### config.mk
export PLATFORM = sky130hd
export DESIGN_NAME = fifo_rr_arbiter
export DESIGN_NICKNAME = d
export VERILOG_FILES = /design/src/rtl/fifo_rr_arbiter.sv
export SDC_FILE = /design/constraint.sdc
export NUM_CORES = 1
export LEC_CHECK = 0
export CAP_MARGIN = 20
export CORE_ASPECT_RATIO = 1.25
export CORE_MARGIN = 1.5
export CORE_UTILIZATION = 40
export CTS_BUF_LIST = sky130_fd_sc_hd__clkbuf_16
export CTS_CLUSTER_SIZE = 24
export DETAILED_ROUTE_END_ITERATION = 7
export PLACE_DENSITY = 0.78
export SLEW_MARGIN = 20
export SYNTH_ARGS = -nofsm -noshare
export SYNTH_HDL_FRONTEND = slang
export SYNTH_SLANG_ARGS = --single-unit
### constraint.sdc
create_clock -name clk -period 3.3 [get_ports clk]
set_clock_uncertainty 0.2 [all_clocks]
set_input_delay 0.66 -clock clk [delete_from_list [all_inputs] [get_ports clk]]
set_output_delay 0.66 -clock clk [all_outputs]
set_load 0.02 [all_outputs]
### src/rtl/fifo_rr_arbiter.sv
// fifo_rr_arbiter
//   Four-to-one round-robin arbiter that drains four upstream packet FIFOs
//   into one shared downstream FIFO. Pops are issued to one granted source
//   at a time in bursts of at most BURST_LEN. The popped word is pushed
//   downstream two cycles after its pop. Downstream almost_full throttles
//   popping, and a downstream error is latched sticky.
//
//   Sources must raise almost_empty with two or fewer words left. in_empty
//   lags a pop by one cycle, so back-to-back pops are only safe above that
//   level.
//
// Ports
//   clk              rising-edge clock
//   reset            synchronous, active-high
//   in_empty[3:0]    source FIFO empty flags
//   in_almost_empty  source FIFO almost_empty flags
//   in_data          source read data, source i at [i*DATA_SIZE +: DATA_SIZE]
//   out_almost_full  downstream almost_full (must leave >= 2 free entries)
//   out_error        downstream fifo_error
//   pop[3:0]         one-hot registered read strobe to the sources
//   push             registered write strobe to the downstream FIFO
//   data_out         registered write data to the downstream FIFO
//   grant_id         currently granted source
//   busy             arbiter active or a word still in the pipeline
//   arb_error        sticky downstream error, cleared only by reset
//
// Optional feature
//   ARB_STRICT_P0_EN  when defined, source 0 is a strict-priority class.
//                     It is granted whenever non-empty, preempts other
//                     bursts, and its bursts leave the pointer unchanged.

module fifo_rr_arbiter #(
    parameter int unsigned DATA_SIZE = 10,
    parameter int unsigned BURST_LEN = 4
) (
    input  logic                   clk,
    input  logic                   reset,
    input  logic [3:0]             in_empty,
    input  logic [3:0]             in_almost_empty,
    input  logic [4*DATA_SIZE-1:0] in_data,
    input  logic                   out_almost_full,
    input  logic                   out_error,
    output logic [3:0]             pop,
    output logic                   push,
    output logic [DATA_SIZE-1:0]   data_out,
    output logic [1:0]             grant_id,
    output logic                   busy,
    output logic                   arb_error
);

    localparam logic [3:0] BURST_MAX = 4'(BURST_LEN);

    typedef enum logic [1:0] {
        IDLE,
        SERVE,
        PAUSE
    } state_t;

    state_t               state;
    state_t               state_n;
    logic [1:0]           ptr;
    logic [1:0]           ptr_n;
    logic [1:0]           grant_n;
    logic [3:0]           burst_cnt;
    logic [3:0]           burst_cnt_n;
    logic                 gap;
    logic                 gap_n;
    logic [3:0]           pop_n;
    logic                 pend;
    logic [1:0]           pend_id;
    logic                 found;
    logic [1:0]           pick;
    logic                 p0_preempt;
    logic                 ptr_upd;
    logic [DATA_SIZE-1:0] sel_data;

`ifdef ARB_STRICT_P0_EN
    assign p0_preempt = (grant_id != 2'd0) && !in_empty[0];
    assign ptr_upd    = (grant_id != 2'd0);
`else
    assign p0_preempt = 1'b0;
    assign ptr_upd    = 1'b1;
`endif

    // Search order ptr+1, ptr+2, ptr+3, ptr; the 2-bit sum wraps 3 -> 0.
    always_comb begin
        found = 1'b0;
        pick  = '0;
        for (int unsigned k = 1; k <= 4; k++) begin
            if (!found && !in_empty[ptr + k[1:0]]) begin
                found = 1'b1;
                pick  = ptr + k[1:0];
            end
        end
`ifdef ARB_STRICT_P0_EN
        if (!in_empty[0]) begin
            found = 1'b1;
            pick  = '0;
        end
`endif
    end

    always_comb begin
        state_n     = state;
        ptr_n       = ptr;
        grant_n     = grant_id;
        burst_cnt_n = burst_cnt;
        gap_n       = gap;
        pop_n       = '0;
        unique case (state)
            IDLE: begin
                if (found && !out_almost_full) begin
                    grant_n     = pick;
                    burst_cnt_n = '0;
                    gap_n       = 1'b0;
                    state_n     = SERVE;
                end
            end
            SERVE: begin
                if (out_almost_full) begin
                    state_n = PAUSE;
                end else begin
                    if (gap) begin
                        // Idle cycle after a pop near empty: in_empty is
                        // not trusted until this pop has reached the source.
                        gap_n = 1'b0;
                    end else if (in_empty[grant_id]) begin
                        state_n = IDLE;
                        if (ptr_upd) ptr_n = grant_id;
                    end else begin
                        pop_n[grant_id] = 1'b1;
                        burst_cnt_n     = burst_cnt + 4'd1;
                        gap_n           = in_almost_empty[grant_id];
                        // Ending on the last pop saves a dead SERVE cycle,
                        // so back-to-back bursts are separated by one IDLE.
                        if (burst_cnt_n == BURST_MAX) begin
                            state_n = IDLE;
                            if (ptr_upd) ptr_n = grant_id;
                        end
                    end
                    if (p0_preempt) begin
                        state_n = IDLE;
                        if (ptr_upd) ptr_n = grant_id;
                    end
                end
            end
            PAUSE: begin
                if (!out_almost_full) state_n = SERVE;
            end
            default: state_n = IDLE;
        endcase
    end

    always_comb begin
        sel_data = in_data[DATA_SIZE-1:0];
        for (int unsigned i = 0; i < 4; i++) begin
            if (pend_id == i[1:0]) sel_data = in_data[i*DATA_SIZE +: DATA_SIZE];
        end
    end

    always_ff @(posedge clk) begin
        if (reset) begin
            state     <= IDLE;
            ptr       <= '0;
            grant_id  <= '0;
            burst_cnt <= '0;
            gap       <= 1'b0;
            pop       <= '0;
            pend      <= 1'b0;
            pend_id   <= '0;
            push      <= 1'b0;
            data_out  <= '0;
            arb_error <= 1'b0;
        end else begin
            state     <= state_n;
            ptr       <= ptr_n;
            grant_id  <= grant_n;
            burst_cnt <= burst_cnt_n;
            gap       <= gap_n;
            pop       <= pop_n;
            // Stage 1: the source presents the popped word this cycle.
            pend      <= |pop;
            pend_id   <= {pop[3] | pop[2], pop[3] | pop[1]};
            // Stage 2: forward it downstream.
            push      <= pend;
            if (pend) data_out <= sel_data;
            if (out_error) arb_error <= 1'b1;
        end
    end

    assign busy = (state != IDLE) || (|pop) || pend || push;

endmodule

After elaboration in Yosys (flattened, before gate mapping)
Index checks and enable logic that the tools add are counted.
{"block": "word_totals", "ff_bits": 30, "output_inout_bits": 19}
{"block": "classes", "reduce_logical": 25, "n_eq_ne": 13, "n_bitwise": 5, "n_addsub": 4, "muxes": 44, "order_cmp": 6}
{"operator": "2-to-1 mux 10 bit", "n": 3}
{"operator": "2-to-1 mux 2 bit", "n": 12}
{"operator": "2-to-1 mux 4 bit", "n": 4}
{"operator": "< comparator 2 x 3 -> 1 bit (second input constant)", "n": 5}
{"operator": "2-to-1 mux 1 bit", "n": 15}
{"operator": "binary-select mux 1 bit (select 2 bit)", "n": 6}
{"operator": "!= test 2 bit (second input constant)", "n": 5}
{"operator": "case mux 4 bit (2 select lines)", "n": 1}
{"operator": "AND reduction 4 bit", "n": 2}
{"operator": "equality test 2 bit (second input constant)", "n": 3}
{"operator": "logical NOT 1 bit", "n": 6}
{"operator": "case mux 2 bit (3 select lines)", "n": 1}
{"operator": "nonzero test 2 bit", "n": 3}
{"operator": "logical AND 1 bit", "n": 5}
{"operator": "AND reduction 5 bit", "n": 1}
{"operator": "OR reduction 5 bit", "n": 1}
{"operator": "adder 2 bit (second input constant)", "n": 2}
{"operator": "adder 4 x 1 -> 4 bit (second input constant)", "n": 1}
{"operator": "equality test 2 x 1 -> 1 bit (second input constant)", "n": 2}
{"operator": "equality test 4 x 3 -> 1 bit (second input constant)", "n": 1}
{"operator": "!= test 4 bit (second input constant)", "n": 1}
{"operator": "OR reduction 4 bit", "n": 1}
{"operator": "logical OR 1 bit", "n": 3}
{"operator": "!= test 3 bit (second input constant)", "n": 1}
{"operator": "9 further kinds", "n": 12}

Longest topological paths before layout
Gate-level depths: netlist of run 1.
{"block": "depth", "word_depth": 15, "depth_mapped": 5}

Least setup slack after synthesis of run 1
No wires, ideal clock.
{"block": "synth_timing", "kind": "input to register", "start": "input out_almost_full", "end": "register burst_cnt[2]", "slack_ns": 1.307, "arrival_time_ns": 1.709, "stages": 3, "required_time_ns": 3.016, "setup_ns": 0.084, "cell_sequence": "or4b_4 > or3_4 > o31ai_2"}
{"block": "synth_via", "elab_chain_len": 4, "elab_cells_between_ends": 5}
{"item": "start, declared", "line_no": "41", "rtl": "input logic out_almost_full,"}
{"item": "logical NOT 1 bit"}
{"item": "logical AND 1 bit", "line_no": "112", "rtl": "if (found && !out_almost_full) begin"}
{"item": "!= test 2 bit (no source line)"}
{"item": "AND reduction 5 bit (no source line) *"}
{"item": "end signal, assigned", "line_no": "178", "rtl": "burst_cnt <= burst_cnt_n;"}
{"item": "end, declared", "line_no": "64", "rtl": "logic [3:0] burst_cnt;"}
Mark *: on every way between the ends. The rest lies on a longest branch, timed or not.
A chain may end at the register's enable or synchronous reset.

Worst setup path in the final report of run 1
{"block": "layout_timing", "start": "register pop[3]", "end": "output busy"}
{"block": "layout_via", "elab_chain_len": 4}
{"item": "start, declared", "line_no": "43", "rtl": "output logic [3:0] pop,"}
{"item": "start signal, assigned", "line_no": "180", "rtl": "pop <= pop_n;"}
{"item": "OR reduction 4 bit", "line_no": "191", "rtl": "assign busy = (state != IDLE) || (|pop) || pend || push;"}
{"item": "logical OR 1 bit (3 in a row)", "line_no": "191"}
{"item": "end, declared", "line_no": "47", "rtl": "output logic busy,"}
Every way passes these cells.

==> out/results.ini, run 1 <==
[worst_hold_path]
min_path_type = register to register

[power_and_ir_drop]
power_density_mw_per_mm2 = 387.4
p_total_uw = 949.2
peakVddDrop_mv = 0.2583
p_leak_uw = 0.0008409

[sta]
timing.final.crit_share_pct = 77.69
maxSlewHeadroom_pct = 55.38
hold_viol = 0
drv_slew = 0
fmax_mhz = 390.0
setup_tns_ns = 0
worst_pin_slew_ns = 0.6684
finalSetupViolCount = 0
grt_setup_unrepaired = false
post-route-min-period_ns = 2.564

[cts]
cts_buffers = 5
cts_tree = yes
ctsResizeCount = 0
cts_max_level = 2
cts_root_buf = clkbuf_16
cts_sinks = 30
hold_buffers = 0
clockBufferDepth = 2
post_cts_buffers = 0
path_clk_slew_ns = 0.05
insertion_delay_ns = 0.27

[setup_path]
slowest_delay_ns = 0.56
reg2reg_slack_ns = 1.29
startpoint_type = register
worstPathRequired_ns = 2.44
critPathCaptureType = primary output
arrival_ns = 1.70
cp_slowest_cell = clkdlybuf4s50_1
crit_chain = nor4_1 > nand2_1 > clkdlybuf4s50_1
crit_path_max_fanout = 4
critical_path_class = register to primary output

[floorplanning]
rows = 25
die_area_mm2 = 0.004316
die_x_um = 59.06
pin_count = 71
core_region_area_mm2 = 0.003785
die_y_um = 73.08
initial_core_util_pct = 41.52

[drt]
route.detailed.drc = 0
drt-wirelength-per-cell_um = 14.14
vias_per_cell = 5.207
drt_iter0_markers = 39
drtPass1Iterations = 4
antenna_left = 0
wirelength_um = 3888
vias = 1432

[outcome]
outcome = finished, final reports clean

[cells_and_area]
seq_area_um2 = 600.6
fin_nets = 274
drive_gt1_share_pct = 12.67
diodes = 0
fillCellCount = 325
synthToLayoutAreaGrowth_pct = 55.89
multiInputGateArea_um2 = 913.4
layout.cells.non_filler = 275

[global_route]
grt_max_degree = 20
grtUsageTotal_pct = 18.18
grt_pass1_vias = 1348
grt_overflow = 0
grt_pass1_wl_um = 5954
antenna_found_initial = 0

[synth]
ys_ff_latch = 30
synthFlopType = dfxtp_1
synthCells = 150
syn_avg_cell_area_um2 = 10.48
synth_edf_count = 0
ys_seq_area_share_pct = 38.22
ys_async_sr_fraction_pct = 0
synth_area_mm2 = 0.001572
yosysWarnings = 0
syn_nets = 204
synth.distinct_cells = 43

[run]
maxCapViolations = 0

[place]
dp.final_hpwl_um = 2941
place_congestion = 0.8482
dp_cells = 267
io_buffers = 70

registers in the layout, summed over array words and instances (netlist names):
register and count:
gap 1, burst_cnt 4, state 2, pend 1
grant_id 2, pend_id 2, ptr 2, pop 4
data_out 10, arb_error 1, push 1
cell usage after synthesis (2+ instances only):
cell type  count  share of area, %
a21oi_1        4               1.3
buf_1          2              0.48
clkbuf_1       4              0.96
dfxtp_1       30                38
ha_1           2               1.6
inv_1          3              0.72
mux2i_1       12               7.6
mux4_2        12                17
nand2_1        5               1.2
nand2b_1       7               2.8
nand3_1        2              0.64
nor2_1        23               5.5
nor2b_1        2              0.80
nor3_1         6               1.9
nor3b_2        2               1.6
nor4_1         3               1.2
o21ai_0        2              0.64
o21ai_1        2              0.64
o31a_1         2               1.1
xnor2_1        2               1.1
layer usage:
| layer | share of wire, % | vias up | global-route usage, % |
|---|---|---|---|
| met5 | 0 | - | 0 |
| met4 | 1.5 | 0 | 7.071 |
| met3 | 8.6 | 6 | 5.674 |
| met2 | 49 | 59 | 33.33 |
| met1 | 41 | 673 | 18.83 |
| li1 | - | 694 | - |
worst max-delay path: cells and delay by family (launching register included):
| family | cells | cell delay, ns |
|---|---|---|
| buffers and inverters | 1 | 0.56 |
| and+or+nand+nor | 2 | 0.54 |
| DFF | 1 | 0.34 |
cell usage in the layout, fill, tap and decap left out, drive strengths merged, types with 4 or more instances in the layout:
cell type / instances
nor2: 23
nand2b: 7
mux4: 12
clkbuf: 5
o21ai: 4
nor3: 6
nand2: 5
clkdlybuf4s50: 70
mux2i: 12
dfxtp: 30
a21oi: 4
path summary, 6_finish.rpt:
check               from      endpoint  depth (start not counted)
min reg2reg    arb_error     arb_error                          2
max               pop[3]          busy                          3
min            arb_error     arb_error                          2
max reg2reg  grant_id[1]  burst_cnt[2]                          3
metrics by stage:
stage | worst slack (ns) | area [um^2] | hold slack (ns) | util [%]
final | 0.7362 | 2450 | 0.2638 | 64.73
after detailed placement | 0.7274 | 2308 | 0.2624 | 60.99
after global routing | 0.6552 | 2450 | 0.3105 | 64.73
after global placement | 0.7617 | 2308 | 0.2490 | 60.99
after CTS | 0.7414 | 2450 | 0.2739 | 64.73
after floorplan | 1.307 | 1572 | 0.2707 | -
kinds of logic after synthesis:
kind of cell             count (synthesis)  share of synthesized area (%)
adder cells (fa/ha/maj)                  2                          1.592
buffers and inverters                   12                          3.662
flip-flops                              30                          38.22
multiplexers                            25                          25.56
XOR/XNOR                                 2                          1.115
AO/OA/AOI/OAI                           19                          8.759
AND/OR/NAND/NOR                         60                          21.10
cell type report:
type                            instances  area share (%)
Sequential cell                        30           24.51
Clock buffer                            5           5.107
Timing Repair Buffer                   72           29.21
Tap cell                               54           2.758
Inverter                                3          0.4597
Clock inverter                          3          0.6639
Multi-Input combinational cell        108           37.28
where the power goes:
part / total (uW) / internal (uW) / switching (uW)
clock network: 426 / 274 / 151
registers: 383 / 370 / 12.9
logic: 140 / 94.4 / 46.1
total: 949 / 739 / 211
Power figures use the tool's default switching activity.
==> inputs of run 2 (changes only) <==
==> constraint.sdc (replaced) <==
create_clock -name clk -period 2.65 [get_ports clk]
set_clock_uncertainty 0.2 [all_clocks]
set_input_delay 0.53 -clock clk [delete_from_list [all_inputs] [get_ports clk]]
set_output_delay 0.53 -clock clk [all_outputs]
set_load 0.02 [all_outputs]
==> run 2 against run 1 <==
Net effect:
- total power is 24% higher
- die area stayed put
- first-iteration DRC count is 26% higher
- largest power group unchanged
- combinational power is 27% higher
- clock power is 22% higher
- worst hold slack better by 0.0070 ns
- core utilization is 0.30 points higher
- via count is 0.77% higher
- final cell count is 0.73% higher
- register-to-register slack worse by 0.63 ns
- flip-flop and latch count stayed put
==> out/results.ini, run 2 (synthesis results as in run 1) <==
[outcome]
outcome = finished, final reports clean

[cells_and_area]
layout.cells.non_filler = 277
final_cell_mix = clkdlybuf4s50_1, dfxtp_1, nor2_1, mux4_2, mux2i_1
drive_gt1_share_pct = 13.00
fillCellCount = 313
diodes = 0
synthToLayoutAreaGrowth_pct = 56.61
fin_nets = 276
mostFrequentLayoutCell = clkdlybuf4s50_1
regMostFlops = data_out
reg.largest.list = data_out (10), burst_cnt (4), pop (4)
largest_reg_flops = 10

[setup_path]
startpoint_type = register
r2r-start = grant_id[1]
critPathCaptureType = primary output
arrival_ns = 1.68
crit_path_max_fanout = 4
worstReg2RegEnd = burst_cnt[2]
reg2reg_slack_ns = 0.66
critical_path_class = register to primary output
reg2reg_depth = 3
worstPathRequired_ns = 1.92

[drt]
drt_iter0_markers = 49
vias_per_cell = 5.209
route.detailed.drc = 0
antenna_left = 0
wirelength_um = 3915
vias = 1443
drtPass1Iterations = 4
drt-wirelength-per-cell_um = 14.13

[floorplanning]
pin_count = 71
die_x_um = 59.06
die_area_mm2 = 0.004316
rows = 25
core_region_area_mm2 = 0.003785
initial_core_util_pct = 41.52
die_y_um = 73.08

[cts]
cts_buffers = 5
cts_max_level = 2
cts_sinks = 30
path_clk_slew_ns = 0.05
insertion_delay_ns = 0.27
post_cts_buffers = 0
cts_tree = yes
cts_root_buf = clkbuf_16
clockBufferDepth = 2
ctsResizeCount = 0
hold_buffers = 0

[sta]
fmax_mhz = 414.6
hold_viol = 0
finalSetupViolCount = 0
worst_pin_slew_ns = 0.6776
setup_tns_ns = 0
maxSlewHeadroom_pct = 54.76
drv_slew = 0
timing.final.crit_share_pct = 91.03
grt_setup_unrepaired = false
post-route-min-period_ns = 2.412

[place]
place_congestion = 0.7853
dp.final_hpwl_um = 2977
io_buffers = 70
dp_cells = 269

[worst_hold_path]
worstHoldPathCells = 2
min_to = arb_error
min_from = arb_error
min_path_type = register to register

[global_route]
grt_max_degree = 20
antenna_found_initial = 0
grt_overflow = 0
grt_pass1_vias = 1384
grt_pass1_wl_um = 5989
grtUsageTotal_pct = 18.41

[power_and_ir_drop]
peakVddDrop_mv = 0.4801
p_leak_uw = 0.0008556
power_density_mw_per_mm2 = 476.4

[run]
maxCapViolations = 0

run 2: how the worst max path moves through the flow:
stage / from / end / slack [ns] / depth (start not counted)
finish: pop[3] / busy / 0.24 / 3
global route: pop[3] / busy / 0.06 / 3
CTS: pop[3] / busy / 0.21 / 3
detailed placement: in_empty[3] / burst_cnt[2] / 0.21 / 4
global placement: in_empty[1] / burst_cnt[2] / 0.27 / 4
floorplan: grant_id[1] / burst_cnt[2] / 0.67 / 3
run 2: power by group:
| part | leakage, uW | internal (uW) | total (uW) | switching [uW] |
|---|---|---|---|---|
| Combinational | 0.000540 | 120 | 178 | 58.4 |
| Sequential | 0.000243 | 461 | 477 | 15.7 |
| Clock | 0.0000724 | 337 | 518 | 180 |
run 2: critical path, stage by stage (launching register included):
cell	delay, ns
dfxtp_1	0.33
nor4_1	0.42
nand2_1	0.09
clkdlybuf4s50_1	0.56
run 2: final cells by class:
class	instances	area, um^2	area share, %
tap	54	67.56	2.745
sequential	30	600.6	24.40
clock inverter	3	12.51	0.5084
clock buffer	5	125.1	5.084
timing repair buffer	74	730.7	29.69
inverter	3	11.26	0.4575
multi-input combinational	108	913.4	37.11
run 2: metal layers:
layer | global-route usage (%) | vias up | part of all wire, %
met2 | 32.10 | 65 | 50
met1 | 18.98 | 665 | 38
met3 | 7.270 | 7 | 11
li1 | - | 706 | -
met4 | 8.586 | 0 | 1.5
met5 | 0 | - | 0
run 2: per-stage QoR:
stage / hold WS, ns / setup slack [ns] / total power, uW / cell area, um^2 / utilization, %
2_1_floorplan: 0.2707 / 0.6693 / 556.9 / 1572 / -
3_3_place_gp: 0.2466 / 0.2706 / 661.3 / 2323 / 61.39
3_5_place_dp: 0.2657 / 0.2140 / 664.2 / 2323 / 61.39
4_1_cts: 0.2769 / 0.2073 / 1189 / 2461 / 65.02
5_1_grt: 0.3088 / 0.06393 / 1221 / 2461 / 65.02
6_report: 0.2708 / 0.2378 / 1173 / 2461 / 65.02
